--- src/rtl/sa_pkg.sv ---
// Shared defaults and row types for the systolic-array output path.
package sa_pkg;

  localparam int SA_RES_WIDTH  = 8;
  localparam int SA_NUM_COLS   = 3;
  localparam int SA_ADDR_WIDTH = 2;

  // One column result lane and one full row at the default geometry.
  typedef logic [SA_RES_WIDTH-1:0] lane_t;
  typedef lane_t [SA_NUM_COLS-1:0] row_t;

endpackage

--- src/rtl/lane_delay.sv ---
// Fixed-length delay line for one column: valid and data travel together.
// DEPTH of 0 is a plain wire. Flush clears the in-flight valids only.
module lane_delay #(
  parameter int DEPTH = 1,
  parameter int WIDTH = 8
) (
  input  logic             i_clk,
  input  logic             i_rst_n,
  input  logic             i_flush,
  input  logic             i_valid,
  input  logic [WIDTH-1:0] i_data,
  output logic             o_valid,
  output logic [WIDTH-1:0] o_data
);

  generate
    if (DEPTH == 0) begin : gPass
      logic pass_unused;
      assign pass_unused = &{1'b0, i_clk, i_rst_n, i_flush};
      assign o_valid = i_valid;
      assign o_data  = i_data;
    end else begin : gPipe
      logic [DEPTH-1:0]            valid_q;
      logic [DEPTH-1:0][WIDTH-1:0] data_q;

      // Shift valid and data one stage per clock; flush empties the valid chain.
      always_ff @(posedge i_clk or negedge i_rst_n) begin
        if (!i_rst_n) begin
          valid_q <= '0;
          data_q  <= '0;
        end else begin
          if (i_flush) begin
            valid_q <= '0;
          end else begin
            valid_q[0] <= i_valid;
            for (int k = DEPTH - 1; k > 0; k--) valid_q[k] <= valid_q[k-1];
          end
          data_q[0] <= i_data;
          for (int k = DEPTH - 1; k > 0; k--) data_q[k] <= data_q[k-1];
        end
      end

      assign o_valid = valid_q[DEPTH-1];
      assign o_data  = data_q[DEPTH-1];
    end
  endgenerate

endmodule

--- src/rtl/output_deskew_buffer.sv ---
// Realigns skewed systolic column results into rows and queues them in a
// first-word-fall-through FIFO. Optional feature macro: OUTBUF_RELU_EN
// (clamps negative signed lanes to zero before they enter the FIFO).
module output_deskew_buffer
  import sa_pkg::*;
#(
  parameter int RES_WIDTH  = SA_RES_WIDTH,
  parameter int NUM_COLS   = SA_NUM_COLS,
  parameter int ADDR_WIDTH = SA_ADDR_WIDTH
) (
  input  logic                          i_clk,
  input  logic                          i_rst_n,
  input  logic [NUM_COLS-1:0]           i_col_valid,
  input  logic [NUM_COLS*RES_WIDTH-1:0] i_col_data,
  input  logic                          i_flush,
  input  logic                          i_ready,
  output logic                          o_valid,
  output logic [NUM_COLS*RES_WIDTH-1:0] o_data,
  output logic                          o_full,
  output logic                          o_overflow,
  output logic                          o_skew_err
);

  localparam int DEPTH = 1 << ADDR_WIDTH;
  localparam logic [ADDR_WIDTH:0] FULL_COUNT = (ADDR_WIDTH + 1)'(DEPTH);

  typedef logic [NUM_COLS-1:0][RES_WIDTH-1:0] rowBits_t;

  logic [NUM_COLS-1:0]   alignValid;
  rowBits_t              alignData;
  rowBits_t              wrRow;
  rowBits_t              mem_q [DEPTH];
  logic [ADDR_WIDTH-1:0] wrPtr_q, wrPtr_d;
  logic [ADDR_WIDTH-1:0] rdPtr_q, rdPtr_d;
  logic [ADDR_WIDTH:0]   count_q, count_d;
  logic                  overflow_q, overflow_d;
  logic                  skewErr_q, skewErr_d;
  logic                  rowReady, rowSkew, isFull, rdEn, wrEn;

  // Earlier columns wait longer so every lane of a row lines up with the last column.
  for (genvar c = 0; c < NUM_COLS; c++) begin : gCol
    lane_delay #(
      .DEPTH (NUM_COLS - 1 - c),
      .WIDTH (RES_WIDTH)
    ) uDelay (
      .i_clk   (i_clk),
      .i_rst_n (i_rst_n),
      .i_flush (i_flush),
      .i_valid (i_col_valid[c]),
      .i_data  (i_col_data[c*RES_WIDTH +: RES_WIDTH]),
      .o_valid (alignValid[c]),
      .o_data  (alignData[c])
    );
  end

  // Row as it will be stored; negative lanes are clamped when the ReLU build is selected.
  always_comb begin
    wrRow = alignData;
`ifdef OUTBUF_RELU_EN
    for (int c = 0; c < NUM_COLS; c++) begin
      if (alignData[c][RES_WIDTH-1]) wrRow[c] = '0;
    end
`endif
  end

  // FIFO pointer/count bookkeeping and sticky error detection.
  always_comb begin
    wrPtr_d    = wrPtr_q;
    rdPtr_d    = rdPtr_q;
    count_d    = count_q;
    overflow_d = overflow_q;
    skewErr_d  = skewErr_q;
    rowReady   = &alignValid;
    rowSkew    = (|alignValid) & ~rowReady;
    isFull     = (count_q == FULL_COUNT);
    rdEn       = (count_q != '0) & i_ready & ~i_flush;
    wrEn       = rowReady & ~i_flush & (~isFull | rdEn);

    if (i_flush) begin
      wrPtr_d = '0;
      rdPtr_d = '0;
      count_d = '0;
    end else begin
      if (rowSkew) skewErr_d = 1'b1;
      if (rowReady && isFull && !rdEn) overflow_d = 1'b1;
      if (rdEn) rdPtr_d = rdPtr_q + 1'b1;
      if (wrEn) wrPtr_d = wrPtr_q + 1'b1;
      if (wrEn && !rdEn) count_d = count_q + 1'b1;
      else if (rdEn && !wrEn) count_d = count_q - 1'b1;
    end
  end

  // Control state registers.
  always_ff @(posedge i_clk or negedge i_rst_n) begin
    if (!i_rst_n) begin
      wrPtr_q    <= '0;
      rdPtr_q    <= '0;
      count_q    <= '0;
      overflow_q <= 1'b0;
      skewErr_q  <= 1'b0;
    end else begin
      wrPtr_q    <= wrPtr_d;
      rdPtr_q    <= rdPtr_d;
      count_q    <= count_d;
      overflow_q <= overflow_d;
      skewErr_q  <= skewErr_d;
    end
  end

  // Row storage is cleared on reset so the fall-through output is never unknown.
  always_ff @(posedge i_clk or negedge i_rst_n) begin
    if (!i_rst_n) begin
      for (int i = 0; i < DEPTH; i++) mem_q[i] <= '0;
    end else if (wrEn) begin
      mem_q[wrPtr_q] <= wrRow;
    end
  end

  assign o_valid    = (count_q != '0);
  assign o_full     = isFull;
  assign o_data     = mem_q[rdPtr_q];
  assign o_overflow = overflow_q;
  assign o_skew_err = skewErr_q;

endmodule

--- config.mk ---
export PLATFORM = sky130hd
export DESIGN_NAME = output_deskew_buffer
export DESIGN_NICKNAME = d
export VERILOG_FILES = /design/src/rtl/sa_pkg.sv /design/src/rtl/lane_delay.sv /design/src/rtl/output_deskew_buffer.sv
export SDC_FILE = /design/constraint.sdc
export NUM_CORES = 1
export LEC_CHECK = 0
export ABC_AREA = 1
export CAP_MARGIN = 20
export CORE_ASPECT_RATIO = 1.25
export CORE_MARGIN = 2
export CORE_UTILIZATION = 50
export CTS_CLUSTER_SIZE = 12
export DETAILED_ROUTE_END_ITERATION = 7
export DONT_BUFFER_PORTS = 1
export REMOVE_ABC_BUFFERS = 1
export SKIP_LAST_GASP = 1
export SLEW_MARGIN = 20
export SYNTH_ARGS = -nofsm -noshare
export SYNTH_HDL_FRONTEND = slang
export SYNTH_SLANG_ARGS = --single-unit
--- constraint.sdc ---
create_clock -name i_clk -period 3.55 [get_ports i_clk]
set_clock_uncertainty 0.1 [all_clocks]
set_input_delay 0.5325 -clock i_clk [delete_from_list [all_inputs] [get_ports i_clk]]
set_output_delay 0.5325 -clock i_clk [all_outputs]
set_load 0.05 [all_outputs]
==> reports/metrics.cfg, run 1 <==
[power_and_ir_drop]
p_per_area_mw_per_mm2=712
leakage_nw=3.49
ir_worst_vdd_mv=0.419
power_mw=4.66

[cells_and_area]
fillers=963
utilization=0.590
fin_area_mm2=0.00654
syn_to_final_growth_pct=15.1
fin_nets=702
drive_gt1_frac=0.119
num_antenna_cells=0
fin_cells=814

[run]
maxCapViolations=0

[timing]
tns_ns=0
timing.hold.ws_ns=-0.290
fin_crit_sh=0.796
timing.fmax_ghz=0.354
relSlewSlack=0.470
rsz0062_at_grt=false
setup_viol=0
tightest_slew_ns=0.795
maxSlewViolCount=0
fin_crit_ns=2.82
hold_viol=132
setup_ws_ns=0.725

[logic_synthesis]
synth-seq-area-share=0.582
synthDistinctLibCells=25
synth_area_mm2=0.00568
synth-seq-cells=132
synth_edf_count=0
syn_area_per_cell_um2=8.69
synth_top_area_frac=0.582
netlist_instances=653
yosys-top-cells-count=nand2_1, dfrtp_1, o21ai_1
async_reset_ff_frac=1.00
synth_flop_cell=dfrtp_1
yosys.area.top_type=dfrtp_1
netlist_top_cells_area=dfrtp_1, nand2_1, o21ai_1
yosysWarnings=0
synth.most_common_cell=nand2_1

[critical_path]
cp_common_cell=buf_4
startpoint_type=register
regToRegSetupSlack_ns=1.22
slowest_delay_ns=0.58
crit_arrival_ns=2.19
path_buf_inv=3
path_delay_family=buffers and inverters
crit_type=reg -> out
path_max_fanout=24
worstPathRequired_ns=2.92
path_cells=inv_1 > buf_4 > o21ai_0 > o22ai_1 > buf_4
critPathCaptureType=output port
slowest_stage=inv_1

[global_routing]
grt_pass1_wl_um=22900
grt_max_degree=133
grt_pass1_vias=4491
grt_antenna_before_repair=0
overflow=0
grt_usage=0.242

[detailed_routing]
drt-pass1-iter-count=5
via_per_inst=5.49
routedWlPerCell_um=17.0
drcViolationCount=0
routed_wl_um=13800
ant_nets=0
first_iter_violations=314
vias=4467

[clock_network]
cts_sinks=132
ctsResizeCount=0
clockRootBuffer=clkbuf_16
max-clock-path-buffers=2
clkTransAtPathRegs_ns=0.06
cts_tree=yes
insertion_delay_ns=0.41
cts_inserted_buffers=17
post_cts_buffers=0
cts.htree.levels=4

[die]
initial_core_util=0.512
num_rows=43
io_pins=59
core_mm2=0.0111
dieWidth_um=99.3
die_area_mm2=0.0122
fp.dieH_um=123

[placement]
dp.cells=782
portBuffers=0
hpwl_um=7650
placed_area_mm2=0.00593
dp_slack_ns=1.15
gp_congestion=0.740

[worst_hold_path]
hold_class=in -> async

[status]
outcome=finished with violations
violations=hold timing

power by group:
group | switching [mW] | total (mW) | internal (mW)
logic | 0.876 | 1.22 | 0.343
clock network | 0.682 | 1.79 | 1.11
registers | 0.0577 | 1.65 | 1.59
total | 1.62 | 4.66 | 3.04
metal layers:
layer | vias up | global-route usage | wire (um)
li1 | 2165 | - | -
met1 | 2167 | 0.326 | 6040
met2 | 125 | 0.394 | 6820
met3 | 10 | 0.0543 | 850
met4 | 0 | 0.0762 | 105
met5 | - | 0 | 0
final cells by class:
cell class / instances / area [um^2] / share of cell area
tap: 135 / 169 / 0.0258
inverter: 20 / 75.1 / 0.0115
clock buffer: 17 / 425 / 0.0651
timing repair buffer: 35 / 275 / 0.0421
clock inverter: 15 / 181 / 0.0278
sequential: 132 / 3300 / 0.505
multi-input combinational: 460 / 2110 / 0.322
cell usage in the layout (no fill, tap or decap), types with 2 or more instances in the layout:
cell type   netlist  layout
a21oi_1           3       3
buf_4             5      34
bufinv_16         0       3
clkbuf_16         0      17
clkinv_2          0       2
clkinv_4          0       2
clkinvlp_4        0       5
dfrtp_1         132     132
ha_1              4       4
inv_1            14      14
inv_2             6       6
inv_6             0       3
nand2_1         207     207
nand2_2           3       2
nand3_1           5       5
nor2_1           54      54
nor2_2            2       2
nor2_8            2       2
nor3_1            2       2
o21ai_0          60      60
o21ai_1          88      88
o21bai_1          2       2
o22ai_1          24      24
cells by family (layout without fill, tap and decap cells):
logic type / after synthesis / in the layout / synth area share
AND/OR/NAND/NOR: 277 / 277 / 0.194
AO/OA/AOI/OAI: 177 / 177 / 0.162
flip-flops: 132 / 132 / 0.582
buffers and inverters: 61 / 87 / 0.0478
adder cells (fa/ha/maj): 5 / 5 / 0.0123
XOR/XNOR: 1 / 1 / 0.00154
sequential cells by signal (all words and copies together), names as in the netlist:
name / flops
mem_q: 96
gCol.uDelay.o_data: 16
count_q: 3
o_overflow: 1
wrPtr_q: 2
gCol.uDelay.gPipe.data_q: 8
o_skew_err: 1
rdPtr_q: 2
gCol.uDelay.o_valid: 1
gCol.uDelay.gPipe.valid_q: 2
worst register-to-register path: cells and delay by family (launching register included):
family / cells / cell delay (ns)
flops: 1 / 0.39
buf+inv: 1 / 0.39
simple gates: 8 / 1.32
worst paths after layout:
check / startpoint / cells past startpoint / endpoint
worst min register to register: gCol[0].uDelay.gPipe.data_q[3] / 0 / gCol[0].uDelay.o_data[3]
max in group asynchronous: i_rst_n / 0 / mem_q[11]
worst min-delay path: i_rst_n / 0 / mem_q[17]
min in group i_clk: i_col_data[5] / 0 / gCol[0].uDelay.gPipe.data_q[5]
worst max register to register: count_q[1] / 9 / mem_q[29]
worst max-delay path: rdPtr_q[0] / 5 / o_data[5]
(Power assumes the default switching activity.)
==> run 2: changes to the inputs <==
==> constraint.sdc (replaced) <==
create_clock -name i_clk -period 2.8 [get_ports i_clk]
set_clock_uncertainty 0.1 [all_clocks]
set_input_delay 0.42 -clock i_clk [delete_from_list [all_inputs] [get_ports i_clk]]
set_output_delay 0.42 -clock i_clk [all_outputs]
set_load 0.05 [all_outputs]
==> run 2 against run 1 <==
  * The flow still finishes with violations (hold timing)
  * Clock-buffer cell count increased by 3
  * Routed wire length increased by 2.0%
  * Worst hold slack got worse by 0.12 ns
  * Global-route usage increased by 0.74 points
  * Combinational power increased by 30%
  * Final area increased by 3.1%
  * Clock power increased by 22%
  * Critical path depth unchanged
  * Non-clock buffer count increased by 22
  * Worst setup slack got worse by 0.46 ns
  * Die area unchanged
  * Critical endpoint is now o_data[14]
  * Highest routed layer unchanged
==> reports/metrics.cfg, run 2 (synthesis gave the netlist of run 1 again) <==
[detailed_routing]
routedWlPerCell_um=16.9
routed_wl_um=14100
drt-pass1-iter-count=5
wirelength_met1_um=6250
top_layer=met4
drcViolationCount=0
first_iter_violations=255
vias=4594
via_per_inst=5.50
ant_nets=0
met3_length_um=777
met2_length_um=6870

[die]
fp.dieH_um=123
num_rows=43
io_pins=59
core_mm2=0.0111
dieWidth_um=99.3
initial_core_util=0.512
die_area_mm2=0.0122

[power_and_ir_drop]
power_mw=5.87
p_per_area_mw_per_mm2=871
leakage_nw=3.60
ir_worst_vdd_mv=0.487

[critical_path]
path_buf_inv=3
slowest_delay_ns=0.39
cp_common_cell=buf_4
path_delay_family=buffers and inverters
critPathCaptureType=output port
path_cells=inv_1 > buf_4 > o21ai_0 > o22ai_1 > buf_4
slowest_stage=dfrtp_1
worstPathRequired_ns=2.28
path_max_fanout=14
crit_arrival_ns=2.01
startpoint_type=register
crit_type=reg -> out

[cells_and_area]
mostFrequentLayoutCells=nand2_1, dfrtp_1, o21ai_1, o21ai_0, nor2_1
syn_to_final_growth_pct=18.7
fin_area_mm2=0.00674
fin_nets=724
utilization=0.608
fin_cells=836
drive_gt1_frac=0.120
largest_reg_flops=96
final_common_cell=nand2_1
top_register=mem_q
num_antenna_cells=0

[placement]
placed_area_mm2=0.00595
portBuffers=0
dp.cells=785
gp_congestion=0.787
hpwl_um=7740

[clock_network]
cts_tree=yes
max-clock-path-buffers=2
ctsHoldBuffers=19
clockRootBuffer=clkbuf_16
insertion_delay_ns=0.41
ctsResizeCount=0
cts.htree.levels=4
clkTransAtPathRegs_ns=0.06
cts_sinks=132
post_cts_buffers=0
cts_inserted_buffers=17

[timing]
tightest_slew_ns=0.771
timing.hold.ws_ns=-0.405
fin_crit_sh=0.904
hold_viol=132
maxSlewViolCount=0
relSlewSlack=0.486
fin_crit_ns=2.53
rsz0062_at_grt=false
setup_viol=0
timing.fmax_ghz=0.395

[global_routing]
grt_pass1_vias=4655
overflow=0
grt_antenna_before_repair=0
grt_pass1_wl_um=23500
grt_usage=0.250
grt_max_degree=133

[run]
maxCapViolations=0

[status]
violations=hold timing
outcome=finished with violations

[worst_hold_path]
hold_class=in -> async

==> run 2: worst paths after layout <==
| check | start | end | slack, ns | cells after the start |
|---|---|---|---|---|
| worst max-delay path | rdPtr_q[1] | o_data[14] | 0.27 | 5 |
| min in group i_clk | i_col_data[17] | mem_q[41] | 0.02 | 2 |
| max in group asynchronous | i_rst_n | mem_q[2] | 2.82 | 0 |
| worst max register to register | count_q[0] | mem_q[55] | 0.48 | 9 |
| worst min-delay path | i_rst_n | mem_q[41] | -0.41 | 0 |
| worst min register to register | gCol[0].uDelay.gPipe.data_q[0] | gCol[0].uDelay.o_data[0] | 0.25 | 0 |
==> run 2: worst reg2reg max path, delay by kind of cell, from the launching register on <==
family	cells	cell delay, ns
flip-flops	1	0.40
buffers and inverters	2	0.62
AND/OR/NAND/NOR	7	1.08
==> run 2: cell type report <==
type | count | area (um^2)
clock buffer | 20 | 467
sequential | 132 | 3300
fill | 954 | 4340
tap | 135 | 169
multi-input combinational | 460 | 2110
clock inverter | 12 | 130
inverter | 20 | 75.1
timing repair buffer | 57 | 488
==> run 2: stage by stage <==
step | setup slack (ns) | TNS, ns
2_1_floorplan | -0.189 | -7.21
5_1_grt | 0.158 | 0
6_report | 0.268 | 0
3_3_place_gp | 0.509 | 0
3_5_place_dp | 0.496 | 0
4_1_cts | 0.291 | 0
==> run 2: where the power goes <==
part | internal (mW) | switching (mW)
combinational | 0.464 | 1.12
clock | 1.38 | 0.817
sequential | 2.01 | 0.0733
total | 3.86 | 2.01
==> run 2: layer usage <==
layer	GRT usage	up-vias
li1	-	2208
met1	0.337	2234
met2	0.402	131
met3	0.0565	21
met4	0.0856	0
met5	0	-
